$ cat src/rtl/uart_fifo.sv
`default_nettype none
// ============================================================================
//  Module   : uart_fifo
//  Purpose  : Single-clock first-word-fall-through FIFO sitting between the
//             UART receiver/transmitter and the host side. Storage is a plain
//             register array; a pointer/flag unit tracks head, tail and the
//             registered full/empty flags.
//  Ports    : clk      - system clock, rising-edge active
//             reset_n  - asynchronous active-low reset (pointers and flags)
//             wr       - write request, pushes w_data when accepted
//             rd       - read request, pops the head word when accepted
//             w_data   - word to be written            [DATA_WIDTH-1:0]
//             r_data   - current head word, combinational [DATA_WIDTH-1:0]
//             full     - FIFO holds 2**ADDR_WIDTH words
//             empty    - FIFO holds no words
//  Revision : 1.0  initial release
// ============================================================================
module uart_fifo #(
    parameter int DATA_WIDTH = 8,
    parameter int ADDR_WIDTH = 3
) (
    input  logic                  clk,
    input  logic                  reset_n,
    input  logic                  wr,
    input  logic                  rd,
    input  logic [DATA_WIDTH-1:0] w_data,
    output logic [DATA_WIDTH-1:0] r_data,
    output logic                  full,
    output logic                  empty
);

    localparam int C_DEPTH = 1 << ADDR_WIDTH;

    // Storage array; contents are deliberately not reset.
    logic [DATA_WIDTH-1:0] mem_q [C_DEPTH];

    logic [ADDR_WIDTH-1:0] wr_ptr_q, wr_ptr_d;
    logic [ADDR_WIDTH-1:0] rd_ptr_q, rd_ptr_d;
    logic                  full_q,   full_d;
    logic                  empty_q,  empty_d;

    logic                  w_wr_ok;
    logic                  w_rd_ok;
    logic [ADDR_WIDTH-1:0] w_wr_ptr_inc;
    logic [ADDR_WIDTH-1:0] w_rd_ptr_inc;

    // A write while full is still accepted when paired with a read: the pop
    // frees the head slot, which is exactly where the write pointer sits.
    assign w_wr_ok      = wr & (~full_q | rd);
    assign w_rd_ok      = rd & ~empty_q;
    assign w_wr_ptr_inc = wr_ptr_q + 1'b1;
    assign w_rd_ptr_inc = rd_ptr_q + 1'b1;

    always_comb begin
        wr_ptr_d = wr_ptr_q;
        rd_ptr_d = rd_ptr_q;
        full_d   = full_q;
        empty_d  = empty_q;

        if (w_wr_ok) begin
            wr_ptr_d = w_wr_ptr_inc;
        end
        if (w_rd_ok) begin
            rd_ptr_d = w_rd_ptr_inc;
        end

        // Occupancy only changes when exactly one side moves; a simultaneous
        // push and pop leaves both flags as they were.
        if (w_wr_ok && !w_rd_ok) begin
            empty_d = 1'b0;
            full_d  = (w_wr_ptr_inc == rd_ptr_q);
        end else if (w_rd_ok && !w_wr_ok) begin
            full_d  = 1'b0;
            empty_d = (w_rd_ptr_inc == wr_ptr_q);
        end
    end

    always_ff @(posedge clk or negedge reset_n) begin
        if (!reset_n) begin
            wr_ptr_q <= '0;
            rd_ptr_q <= '0;
            full_q   <= 1'b0;
            empty_q  <= 1'b1;
        end else begin
            wr_ptr_q <= wr_ptr_d;
            rd_ptr_q <= rd_ptr_d;
            full_q   <= full_d;
            empty_q  <= empty_d;
        end
    end

    always_ff @(posedge clk) begin
        if (w_wr_ok) begin
            mem_q[wr_ptr_q] <= w_data;
        end
    end

    assign r_data = mem_q[rd_ptr_q];
    assign full   = full_q;
    assign empty  = empty_q;

endmodule
`default_nettype wire

$ cat config.mk
export PLATFORM = sky130hd
export DESIGN_NAME = uart_fifo
export DESIGN_NICKNAME = d
export VERILOG_FILES = /design/src/rtl/uart_fifo.sv
export SDC_FILE = /design/constraint.sdc
export NUM_CORES = 1
export LEC_CHECK = 0
export CAP_MARGIN = 20
export CORE_ASPECT_RATIO = 1.75
export CORE_MARGIN = 4
export CORE_UTILIZATION = 45
export CTS_CLUSTER_SIZE = 25
export DETAILED_ROUTE_END_ITERATION = 7
export GPL_TIMING_DRIVEN = 0
export HOLD_SLACK_MARGIN = 0.08
export PLACE_DENSITY = 0.69
export SLEW_MARGIN = 20
export SYNTH_ARGS = -nofsm -noshare
export SYNTH_HDL_FRONTEND = slang
export SYNTH_SLANG_ARGS = --single-unit
export TNS_END_PERCENT = 10
$ cat constraint.sdc
create_clock -name clk -period 2.3 [get_ports clk]
set_clock_uncertainty 0.2 [all_clocks]
set_input_delay 0.69 -clock clk [delete_from_list [all_inputs] [get_ports clk]]
set_output_delay 0.69 -clock clk [all_outputs]
set_load 0.03 [all_outputs]
# Yosys cells after proc, flatten, opt, wreduce, memory -nomap -nowiden
# Memory sizes are Yosys's and may differ from the RTL's.
# Cells that the tools add are included.
# Widths: inputs -> output; s select.
dict set report op_classes {
  n_reduce_logical 5
  n_addsub 2
  mux 6
  bitwise 5
  eq_ne 2
}
# op n
set op_table {}
lappend op_table {{$add 3x1->3 const B} 2}
lappend op_table {{$eq 3x3->1} 2}
lappend op_table {{$mux 1} 6}
lappend op_table {{$and 1x1->1} 2}
lappend op_table {{$logic_and 1x1->1} 2}
lappend op_table {{$logic_not 1->1} 2}
lappend op_table {{$not 1->1} 2}
lappend op_table {{$reduce_bool 2->1} 1}
lappend op_table {{$or 1x1->1} 1}
dict set report totals {
  out_inout_bits 10
  ram_bits 64
  regBits 8
  inputBits 12
  memories 1
  elab_cells 25
}
# name words width rd rd_ports_with_merged_regs wr line_no
set memory_table {}
lappend memory_table {mem_q 8 8 1 0 1 35} ;# logic [DATA_WIDTH-1:0] mem_q [C_DEPTH];

# Logic depth before layout (Yosys ltp)
dict set report depth {
  ltp_word 7
  mapped_depth 6
  ltp_nobuf 6
}

# Least setup slack after synthesis
# OpenSTA, ideal clock, no wires.
dict set report synth_timing {
  path_kind {register to output}
  startpoint {register rd_ptr_q[1]}
  endpoint {output port r_data[0]}
  required_ns 1.410
  t_arrival_ns 1.419
  n_path_buf 2
  stages_incl_launch_ff 5
  slack_ns -0.009
  cell_sequence {dfrtp_1 > buf_6 > buf_12 > mux4_2 > mux2_4}
}
dict set report synth_between {
  elab_chain_len 1
}
# item line_no
set synth_lines {}
lappend synth_lines {{start, declared} 38} ;# logic [ADDR_WIDTH-1:0] rd_ptr_q, rd_ptr_d;
lappend synth_lines {{start signal, assigned} 86} ;# rd_ptr_q <= rd_ptr_d;
lappend synth_lines {{$mem_v2 8x8} --}
lappend synth_lines {{end, declared} 27} ;# output logic [DATA_WIDTH-1:0] r_data,
# No other way between the ends.

# Final worst setup path
dict set report layout_timing {
  startpoint {register rd_ptr_q[1]}
  endpoint {output port r_data[5]}
}
# The elaborated chain is that of the path after synthesis.

==> flow_summary.yaml <==
run_status:
  run_status: "complete, but fails checks"
  failed_checks: "negative setup slack"
route:
  detailedRoute.firstPassIterationCount: 4
  detail_route.wl_per_cell_um: 20.9
  dr_iter_0_viols: 82
  drt_drc_violations_left: 0
  antenna_violating_nets_post_route: 0
  routed-via-count: 1462
  finalWirelength_um: 5680
  avgViaCountPerCell: 5.38
floorplanning:
  floorplan.initialDensity_pct: 46.9
  design.die.area_mm2: 0.00800
  io_pins: 22
  design.core.area_mm2: 0.00632
  rows: 38
  chipHeight_um: 115
  die-width_um: 69.4
yosys:
  synth_cell_types: 25
  yosysMostFrequentCell: "sky130_fd_sc_hd__edfxtp_1"
  synth_async_sr_flop_share_pct: 11.1
  yosys-top-cells-count: "sky130_fd_sc_hd__edfxtp_1, sky130_fd_sc_hd__mux4_1, sky130_fd_sc_hd__dfrtp_1, sky130_fd_sc_hd__nand2_1, sky130_fd_sc_hd__xnor2_1"
  syn_avg_cell_area_um2: 20.5
  synth_top_area_share_pct: 64.8
  synth.yosys.seq_area_share_pct: 71.6
  synth_top_flop_cell: "sky130_fd_sc_hd__edfxtp_1"
  yosys-top-cells-area: "sky130_fd_sc_hd__edfxtp_1, sky130_fd_sc_hd__mux4_1, sky130_fd_sc_hd__dfrtp_1"
  yosysWarningCount: 0
  total_of_flip_flops_plus_latches_after_synthesis: 72
  postSynthCellCount: 145
  synth-edff-count: 64
  synth_nets: 160
  synth_area_leader_cell: "sky130_fd_sc_hd__edfxtp_1"
  syn_area_mm2: 0.00297
pwr:
  power_frac_comb_pct: 44.3
  ir_worst_vdd_mv: 0.672
  total_power_uw: 4920
  p_sw_share_pct: 33.9
  net-switching-power_uw: 1670
  ratio_of_total_power_to_cell_area_mw_per_mm2: 1360
  power.clock.fraction_pct: 19.8
  seqPwrFrac_pct: 35.9
  leakage_uw: 0.00126
  internal-power_uw: 3250
clock_network:
  cts_buffer_depth: 2
  path_clk_slew_ns: 0.08
  clock_root_cell: "sky130_fd_sc_hd__clkbuf_8"
  htree_num_levels: 3
  tritoncts: "done"
  cts_made_buffers: 9
  cts_sinks: 72
  clk-insertion-delay-late_ns: 0.34
worst_setup_path:
  cp-end-kind: "primary output"
  timing.critical_path.required_ns: 1.41
  worst-path-max-fanout: 6
  worst-r2r-cell-count: 4
  timing.critical_path.from_type: "register"
  critPathArrivalTime_ns: 1.97
  critical_path_class: "register to primary output"
layout:
  syn2layout_area_growth_pct: 22.3
  num-fill-cells: 478
  post_route_cells_drive_above_1_share_pct: 37.5
  layout.nets: 202
  design_area_mm2: 0.00363
  area.sequential_mm2: 0.00212
  final_core_utilization_pct: 57.3
  final_cell_count_no_fill: 272
  multi_input_comb_area_um2: 810
  antenna_cells_inserted: 0
placed_design:
  port-buffer-count: 21
  placedInstanceArea_mm2: 0.00334
  place_congestion: 0.727
  dpl.cell_count: 251
  post-place-ws_ns: -0.770
  detailed_place_hpwl_um: 3670
global_routing:
  first_global_vias: 1670
  wire_length_of_the_first_global_routing_pass_um: 9030
  antenna_found_initial: 0
  overflow: 0
  maximum_number_of_pins_on_one_net_before_global_route_repair: 14
  gr-usage-all-layers_pct: 15.8
sta:
  layout_worst_path_cycle_share_pct: 124
  finalHoldViolCount: 0
  fmax_mhz: 350
  timing_worst_slew_pin_value_ns: 0.593
  period_minus_slack_ns: 2.86
  max_slew_headroom_pct: 60.4
  finalSetupViolCount: 21
  rsz0062_at_grt: "yes"
  worst_setup_slack_after_layout_ns: -0.556
  final_max_slew_viol_count: 0
worst_hold_path:
  holdPathStages: 2
  hold_class: "register to register"
flow_run:
  max_cap_violations: 0
worst max-delay path, stage by stage, from the launching register on:
cell                      delay [ns]
sky130_fd_sc_hd__dfrtp_2        0.41
sky130_fd_sc_hd__buf_8          0.16
sky130_fd_sc_hd__buf_12         0.13
sky130_fd_sc_hd__mux4_2         0.49
sky130_fd_sc_hd__mux2_4         0.28
sky130_fd_sc_hd__buf_6          0.14
flip-flops by register name, summed over array words and instances (netlist names):
signal,cells
rd_ptr_q,3
mem_q,64
wr_ptr_q,3
full,1
empty,1
layout by cell type, fill, tap and decap left out, types with 2 or more instances in the layout:
master	synthesis	routed
sky130_fd_sc_hd__buf_4	0	7
sky130_fd_sc_hd__dlygate4sd2_1	0	2
sky130_fd_sc_hd__clkdlybuf4s50_1	0	11
sky130_fd_sc_hd__nand2b_1	2	2
sky130_fd_sc_hd__edfxtp_1	64	64
sky130_fd_sc_hd__dfrtp_1	7	6
sky130_fd_sc_hd__o211ai_1	2	2
sky130_fd_sc_hd__nor3_2	0	4
sky130_fd_sc_hd__mux2_2	3	3
sky130_fd_sc_hd__nor2_2	0	3
sky130_fd_sc_hd__clkinvlp_4	0	2
sky130_fd_sc_hd__xnor2_1	7	7
sky130_fd_sc_hd__inv_1	3	3
sky130_fd_sc_hd__mux4_1	10	4
sky130_fd_sc_hd__buf_2	4	3
sky130_fd_sc_hd__clkbuf_8	0	9
sky130_fd_sc_hd__nand2_1	7	7
sky130_fd_sc_hd__buf_6	1	11
sky130_fd_sc_hd__nor2_1	5	2
sky130_fd_sc_hd__mux2_4	6	6
sky130_fd_sc_hd__xor2_1	3	3
sky130_fd_sc_hd__ha_1	3	3
sky130_fd_sc_hd__mux4_2	6	12
area by class of cell:
cell class	count	share of cell area (%)
timing repair buffer	31	8.76
sequential	72	58.6
multi-input combinational	63	22.3
tap	80	2.76
buffer	7	1.86
inverter	3	0.311
clock buffer	9	3.42
clock inverter	7	1.97
per-layer routing:
metal  track usage [%]  up-vias  part of all wire, %
met5                 0        -                    0
met4              9.39        0                  3.6
met3              3.94       18                  4.6
met2              27.4       36                   53
met1              17.6      745                   38
li1                  -      663                    -
final timing paths:
| check | slack, ns | to | startpoint |
|---|---|---|---|
| setup / recovery | -0.56 | r_data[5] | rd_ptr_q[1] |
| hold / removal | 0.33 | full | full |
| setup reg to reg | 0.04 | mem_q[1][3] | wr_ptr_q[0] |
| hold reg to reg | 0.33 | full | full |
| max in group asynchronous | 1.16 | empty | reset_n |
| min in group asynchronous | 0.43 | wr_ptr_q[0] | reset_n |
through the flow:
stage / setup TNS, ns / hold WS (ns)
final: -4.26 / 0.333
after detailed placement: -31.98 / 0.318
after global routing: -6.86 / 0.347
after CTS: -4.37 / 0.337
after global placement: -58.41 / 0.281
after floorplan: -0.0568 / 0.194
power groups by stage:
stage / clock, µW / combinational [µW] / sequential (µW)
CTS: 980 / 2250 / 1760
detailed placement: 0 / 1960 / 1780
global route: 1050 / 2340 / 1780
finish: 974 / 2180 / 1770
global placement: 0 / 1860 / 1760
floorplan: 0 / 1350 / 1770
what timing repair did:
action,CTS,global route
endpoints found under the hold margin,0,0
pin swaps,0,0
gates resized for setup,77,3
gates cloned,2,0
setup endpoints to repair,57,47
setup buffers,4,0
hold buffers,0,0
logic make-up (layout without fill, tap and decap cells):
group / Yosys count / count (layout) / share of synthesized area, %
xor gates and xnor gates: 10 / 10 / 2.95
DFF: 72 / 72 / 71.6
buffers and inverters: 10 / 57 / 2.24
and+or+nand+nor: 20 / 20 / 3.04
muxes: 25 / 25 / 17.6
adders and majority gates: 3 / 3 / 1.27
AOI/OAI and AO/OA: 5 / 5 / 1.31
Note: power is estimated with default switching activity, not from simulation.
